`src/rtl/sram_unit_pkg.sv`:
```
// Shared definitions for the dual-port SRAM unit: width-config encodings,
// the read-side tag carried alongside each request, and a lane-width helper.
package sram_unit_pkg;

    typedef enum logic [2:0] {
        CONF_X32 = 3'b000,
        CONF_X16 = 3'b001,
        CONF_X8  = 3'b010,
        CONF_X4  = 3'b011,
        CONF_X2  = 3'b100,
        CONF_X1  = 3'b101
    } conf_e;

    typedef struct packed {
        logic       valid;
        logic [2:0] conf;
        logic [4:0] addr_lsb;
    } rd_tag_t;

    localparam int unsigned RD_TAG_W = $bits(rd_tag_t);

    // Encodings 110/111 behave as the 1-bit configuration.
    function automatic logic [5:0] lane_width(input logic [2:0] conf);
        logic [5:0] w;
        case (conf)
            CONF_X32: w = 6'd32;
            CONF_X16: w = 6'd16;
            CONF_X8:  w = 6'd8;
            CONF_X4:  w = 6'd4;
            CONF_X2:  w = 6'd2;
            default:  w = 6'd1;
        endcase
        return w;
    endfunction

endpackage

```
`src/rtl/sel_pipe.sv`:
```
// Generic fixed-depth delay line with asynchronous active-low clear; shifts
// every cycle with no stall.
module sel_pipe #(
    parameter int unsigned DEPTH = 1,
    parameter int unsigned WIDTH = 9
) (
    input  logic             clk,
    input  logic             rst_n,
    input  logic [WIDTH-1:0] in_i,
    output logic [WIDTH-1:0] out_o
);

    logic [WIDTH-1:0] stage_q [DEPTH];
    logic [WIDTH-1:0] stage_d [DEPTH];

    always_comb begin
        stage_d[0] = in_i;
        for (int i = 1; i < DEPTH; i++) begin
            stage_d[i] = stage_q[i-1];
        end
    end

    always_ff @(posedge clk or negedge rst_n) begin
        if (!rst_n) begin
            for (int i = 0; i < DEPTH; i++) begin
                stage_q[i] <= '0;
            end
        end else begin
            for (int i = 0; i < DEPTH; i++) begin
                stage_q[i] <= stage_d[i];
            end
        end
    end

    assign out_o = stage_q[DEPTH-1];

endmodule

```
`src/rtl/output_gather.sv`:
```
// Read-side field extractor: delays each request's width config and sub-word
// select to line up with SRAM read data, then registers the zero-extended field.
module output_gather
    import sram_unit_pkg::*;
#(
    parameter int unsigned SRAM_LAT = 1
) (
    input  logic        clk,
    input  logic        rst_n,
    input  logic [2:0]  conf,
    input  logic [4:0]  addr_lsb,
    input  logic        rd_en,
    input  logic [31:0] sram_dout,
    output logic [31:0] dout,
    output logic        dout_valid
);

    if (SRAM_LAT < 1 || SRAM_LAT > 4) begin : g_bad_lat
        $error("output_gather: SRAM_LAT must be in 1..4");
    end

    rd_tag_t     head;
    rd_tag_t     tail;
    logic [31:0] dout_q;
    logic [31:0] dout_d;
    logic        dout_valid_q;
    logic        dout_valid_d;

    assign head = '{valid: rd_en, conf: conf, addr_lsb: addr_lsb};

    // Tail entry becomes visible in the same cycle its SRAM data is valid.
    sel_pipe #(
        .DEPTH (SRAM_LAT),
        .WIDTH (RD_TAG_W)
    ) u_sel_pipe (
        .clk   (clk),
        .rst_n (rst_n),
        .in_i  (head),
        .out_o (tail)
    );

    always_comb begin
        dout_d       = dout_q;
        dout_valid_d = tail.valid;
        if (tail.valid) begin
            case (tail.conf)
                CONF_X32: dout_d = sram_dout;
                CONF_X16: dout_d = {16'b0, sram_dout[{tail.addr_lsb[0],   4'b0} +: 16]};
                CONF_X8:  dout_d = {24'b0, sram_dout[{tail.addr_lsb[1:0], 3'b0} +: 8]};
                CONF_X4:  dout_d = {28'b0, sram_dout[{tail.addr_lsb[2:0], 2'b0} +: 4]};
                CONF_X2:  dout_d = {30'b0, sram_dout[{tail.addr_lsb[3:0], 1'b0} +: 2]};
                default:  dout_d = {31'b0, sram_dout[tail.addr_lsb]};
            endcase
        end
    end

    always_ff @(posedge clk or negedge rst_n) begin
        if (!rst_n) begin
            dout_q       <= 32'h0;
            dout_valid_q <= 1'b0;
        end else begin
            dout_q       <= dout_d;
            dout_valid_q <= dout_valid_d;
        end
    end

    assign dout       = dout_q;
    assign dout_valid = dout_valid_q;

endmodule

```
`config.mk`:
```
export PLATFORM = sky130hd
export DESIGN_NAME = output_gather
export DESIGN_NICKNAME = d
export VERILOG_FILES = /design/src/rtl/sram_unit_pkg.sv /design/src/rtl/sel_pipe.sv /design/src/rtl/output_gather.sv
export SDC_FILE = /design/constraint.sdc
export NUM_CORES = 1
export LEC_CHECK = 0
export ABC_AREA = 1
export BUFFER_PORTS_ARGS = -buffer_cell sky130_fd_sc_hd__buf_4
export CAP_MARGIN = 15
export CORE_UTILIZATION = 53
export DETAILED_ROUTE_END_ITERATION = 12
export PLACE_DENSITY = 0.81
export SETUP_SLACK_MARGIN = 0.5
export SYNTH_ARGS = -nofsm -noshare
export SYNTH_HDL_FRONTEND = slang
export SYNTH_HIERARCHICAL = 1
export SYNTH_SLANG_ARGS = --single-unit
export TNS_END_PERCENT = 100
```
`constraint.sdc`:
```
create_clock -name clk -period 2 [get_ports clk]
set_clock_uncertainty 0.05 [all_clocks]
set_input_delay 0.1 -clock clk [delete_from_list [all_inputs] [get_ports clk]]
set_output_delay 0.1 -clock clk [all_outputs]
set_load 0.01 [all_outputs]
```
# Word-level counts from Yosys, hierarchy flattened

Cells that the tools add are included.

$lt $le $gt $ge: 1
Equality and inequality tests: 4
Shift operators: 4
Multiplexer cells: 3
Reductions and logical operators: 1

Operators with widths:

| cell                                                                         | number |
|---|---|
| 32-bit case mux with 5 select lines                                          | 1 |
| 32-bit by 6-bit indexed part select with 16-bit output                       | 1 |
| 32-bit by 6-bit indexed part select with 2-bit output                        | 1 |
| 32-bit by 6-bit indexed part select with 4-bit output                        | 1 |
| 32-bit by 6-bit indexed part select with 8-bit output                        | 1 |
| 3-bit by 2-bit equality test with 1-bit output, second input constant        | 2 |
| 5-bit by 6-bit less-than comparator with 1-bit output, second input constant | 1 |
| 1-bit binary-select mux with 5-bit select                                    | 1 |
| 3-bit by 1-bit equality test with 1-bit output, second input constant        | 1 |
| 3-bit equality test, second input constant                                   | 1 |
| 3-bit zero test                                                              | 1 |
| 1-bit two-way mux                                                            | 1 |

Flip-flop bits (word level): 42
Input bits: 43
Output and inout bits: 33
Word-level logic and storage cells: 16

# Depth between registers and ports, before layout

Depth in word-level cells: 3
Mapped depth: 12
Gate-level depth less buffers: 10

# Hierarchy

The synthesis kept the hierarchy.

By module, submodules not included:

| module        | times used | cells an instance | area each (sq um) | sequential area each (sq um) |
|---|---|---|---|---|
| output_gather | 1          | 403               | 2527.4            | 825.8 |
| sel_pipe      | 1          | 9                 | 225.2             | 225.2 |

# Worst setup path after synthesis

No wires, ideal clock.

Path kind: reg2reg
Start point: register u_sel_pipe.stage_q (netlist bit u_sel_pipe/out_o[0])
End point: register dout_q[3] (netlist: dout[3])
Library setup time: 0.117 ns
Data arrival time: 1.231 ns
Required time: 1.833 ns
Slack: 0.602 ns
Stages on the path, launching flop included: 10
Path buffers: 2
Period minus slack after synthesis: 1.398 ns
Cells stage by stage: dfrtp_1 > buf_6 > buf_4 > nand2_1 > nand3_1 > and3_1 > a211oi_1 > nand2_1 > nand2_1 > nand2_1

Cells in the longest elaborated chain, start to end: 2
Elaborated cells on any way between the ends: 4
Classes of those cells: 3 x shift; 1 x mux

Ends and longest elaborated chain:

| what                                                                          | line                | source |
|---|---|---|
| start: declaration                                                            | sel_pipe.sv:13      | `logic [WIDTH-1:0] stage_q [DEPTH];` |
| start signal: indexed assignment                                              | sel_pipe.sv:30      | `stage_q[i] <= stage_d[i];` |
| 32-bit by 6-bit indexed part select with 4-bit output (tied with other cells) | output_gather.sv:50 | `CONF_X4: dout_d = {28'b0, sram_dout[{tail.addr_lsb[2:0], 2'b0} +: 4]};` |
| 32-bit case mux with 5 select lines (*)                                       | output_gather.sv:46 | `case (tail.conf)` |
| end signal: assignment                                                        | output_gather.sv:62 | `dout_q <= dout_d;` |
| end: declaration                                                              | output_gather.sv:24 | `logic [31:0] dout_q;` |

Mark *: on every way between the ends. The rest lies on a longest branch, timed or not.
A chain may end at the register's enable or synchronous reset.

# Worst setup path after layout

Start point: register u_sel_pipe.stage_q (netlist bit u_sel_pipe/out_o[0])
End point: register dout_q[2] (netlist: dout[2])

Same word-level chain as after synthesis.

==> impl_metrics.csv <==
group,metric,value,unit
clock_tree,cts_num_sinks,42,
sta,max-slew-margin-rel,63.0,%
worst_setup_path,worst_ep_required_time,2.14,ns
detailed_routing,routed_wire_length_per_instance,18.1,um
global_routing,grt_pass1_vias,3172,
placed_design,placement.io_buffers,75,
detailed_routing,wirelength,10.3,mm
global_routing,gr_ovfl_total,0,
yosys,post_synth_mux_area_share,0,%
sta,setup_total_negative_slack,0,ns
sta,setup_viol,0,
yosys,synth_xor_xnor_area_share,0,%
sta,finalCritPeriodShare,80.1,%
sta,max_freq,624,MHz
sta,finalCriticalPeriod,1.60,ns
yosys,synth_largest_type_area_fraction,38.2,%
clock_tree,htree_levels,2,
yosys,combinational_family_with_the_most_area_after_synthesis,"simple AND/OR/NAND/NOR gates",
finish,antennaDiodeCount,0,
worst_setup_path,timing.critical_path.from_type,"flop",
detailed_routing,vias,3449,
die,design.die.area,5490,um2
die,initial_standard_cell_utilization_of_the_core,56.8,%
detailed_routing,remaining_drc_errors,0,
die,placement_rows,25,
finish,finalNetCount,543,
finish,post_route_cells_drive_above_1_share,23.8,%
pwr,powerDensity,570,nW/um2
yosys,synthAdderAreaFrac,0,%
sta,maxSlewViolCount,0,
finish,filler_cell_count,358,
yosys,post_synth_most_frequent_cells,"145 x nand2_1, 109 x nand3_1, 42 x dfrtp_1",
pwr,cellLeakagePower,2.02,nW
placed_design,dp.final_hpwl,6.68,mm
global_routing,antenna_violations_before_repair,0,
sta,finalHoldViolCount,0,
worst_hold_path,holdCritPathClass,"input port to flop",
worst_setup_path,worstSetupPathType,"flop to flop",
global_routing,grt_pass1_wl,15.9,mm
clock_tree,clockRootBuffer,"clkbuf_8",
yosys,mapped_avg_cell_area,6.68,um2
yosys,synthArstFlopShare,100,%
die,die_width,74.1,um
outcome,run_status,"completed",
global_routing,grt_use_total,38.8,%
global_routing,grt_start_max_net_pins,43,
detailed_routing,final_antenna_net_count,0,
finish,non_filler_instance_count_after_layout,568,
detailed_routing,drt-vias-per-instance,6.07,
placed_design,place.gp.congestion,0.943,
yosys,synth_seq_cells,42,
yosys,number_of_nets_produced_by_synthesis,455,
clock_tree,cts_tree,"yes",
clock_tree,clk_latency,0.30,ns
yosys,ys.warnings.count,6,
sta,rsz0062_at_grt,"yes",
worst_setup_path,worstPathArrival,1.75,ns
worst_setup_path,worst-path-max-fanout,36,
die,die_height,74.1,um
job,drv_cap,0,
yosys,yosysTopAreaCell,"dfrtp_1",
die,floorplan.io_pins,76,
yosys,count_leader_synth,"nand2_1",
yosys,synth_edf_count,0,
yosys,synth_compound_area_share,8.77,%
yosys,syn_area,2750,um2
yosys,synth_cells,412,
die,design.core.area,4850,um2
worst_hold_path,min_delay_path_depth,3,
detailed_routing,drt_iter0_drc,588,
detailed_routing,drtPass1Iterations,6,
yosys,synth.lib_cells_used.distinct,27,
clock_tree,cts_bufs_inserted,5,
clock_tree,clock_path_buffers,2,
yosys,synth_seq_area_share,38.2,%
sta,max_slew.worst_pin.slew,0.556,ns
yosys,yosys.area_share.simple,44.7,%
placed_design,detailed_place.area,3360,um2
yosys,synth-main-ff-cell,"dfrtp_1",
pwr,ir_worst_vdd,0.373,mV
yosys,synth_top_cells_by_area,"dfrtp_1 38%, nand3_1 20%, nand2_1 20%",
clock_tree,clk_transition_reported_paths,0.09,ns
placed_design,placed_cells,540,
worst_setup_path,endpoint_kind,"flop",
finish,syn2layout_area_growth,35.8,%
finish,fin_util,77.1,%
worst_setup_path,worst_r2r_path_depth,8,
finish,fin_area,3740,um2
-- metal layers --
layer	part of all wire, %	vias to the layer above	global-route usage [%]
met4	3.1	0	15.8
li1	-	1545	-
met5	0	-	0
met1	40	1596	48.9
met2	48	257	63.4
met3	9.4	51	10.2
-- timing repair --
action | 4_1_cts | 5_1_grt
hold endpoints to repair | 58 | 0
pin swaps | 0 | 1
setup buffers | 3 | 0
endpoints found under the setup margin | 18 | 32
hold buffers | 17 | 0
resized for setup | 8 | 20
-- worst max-delay path, cell delays in order (launching register included) --
cell and delay, ns:
dfrtp_2 0.45, buf_12 0.18, nand2_1 0.12, nand3_1 0.09
and3_1 0.17, a211oi_1 0.16, nand2_1 0.11, nand2_1 0.08
nand2_1 0.07
-- layout make-up --
cell class | count | area, um2 | share of cell area, %
clock buffers | 6 | 82.6 | 2.21
clock inverters | 2 | 12.5 | 0.335
inverters | 23 | 95.1 | 2.54
multi-input cells | 323 | 1520 | 40.6
flip-flops and latches | 42 | 1050 | 28.2
well taps | 67 | 83.8 | 2.24
repair buffers | 105 | 892 | 23.9
-- worst paths after layout --
| check | from | endpoint | slack, ns |
|---|---|---|---|
| min in group asynchronous | rst_n | dout[20] | 0.29 |
| max in group asynchronous | rst_n | u_sel_pipe/out_o[0] | 1.21 |
| worst min register to register | dout[15] | dout[15] | 0.43 |
| worst min-delay path | sram_dout[21] | dout[21] | 0.003 |
| worst max-delay path | u_sel_pipe/out_o[0] | dout[2] | 0.40 |
| worst max register to register | u_sel_pipe/out_o[0] | dout[2] | 0.40 |
-- cell families after synthesis --
group / after synthesis
AO/OA/AOI/OAI: 44
buffers and inverters: 47
flip-flops: 42
AND/OR/NAND/NOR: 279
-- sequential cells by signal (all words and copies together), names as in the netlist --
name / flops
dout: 32
dout_valid: 1
u_sel_pipe/out_o: 9
-- cell usage in the layout, fill, tap and decap left out, drive strengths merged, types with 3 or more instances in the layout --
cell type,count
o21ai,13
nand3,110
inv,22
dfrtp,42
dlygate4sd3,17
a21oi,21
nor2,15
o31ai,3
buf,88
clkbuf,6
nand2,149
-- power by group --
part           internal (W)  switching (W)  leakage (nW)
clock              0.000278       0.000324        0.0472
combinational      0.000252       0.000343          1.42
sequential         0.000899      0.0000365         0.546
total               0.00143       0.000703          2.02
-- stage by stage --
step	hold WS, ns	setup slack (ns)	power, W
6_report	0.00266	0.397	0.00213
5_1_grt	0.0110	0.288	0.00221
3_3_place_gp	0.0565	0.331	0.00146
2_1_floorplan	-0.246	0.602	0.00123
3_5_place_dp	0.0733	0.278	0.00147
4_1_cts	0.000200	0.394	0.00209
No activity file was read; power rests on OpenSTA's default activity.
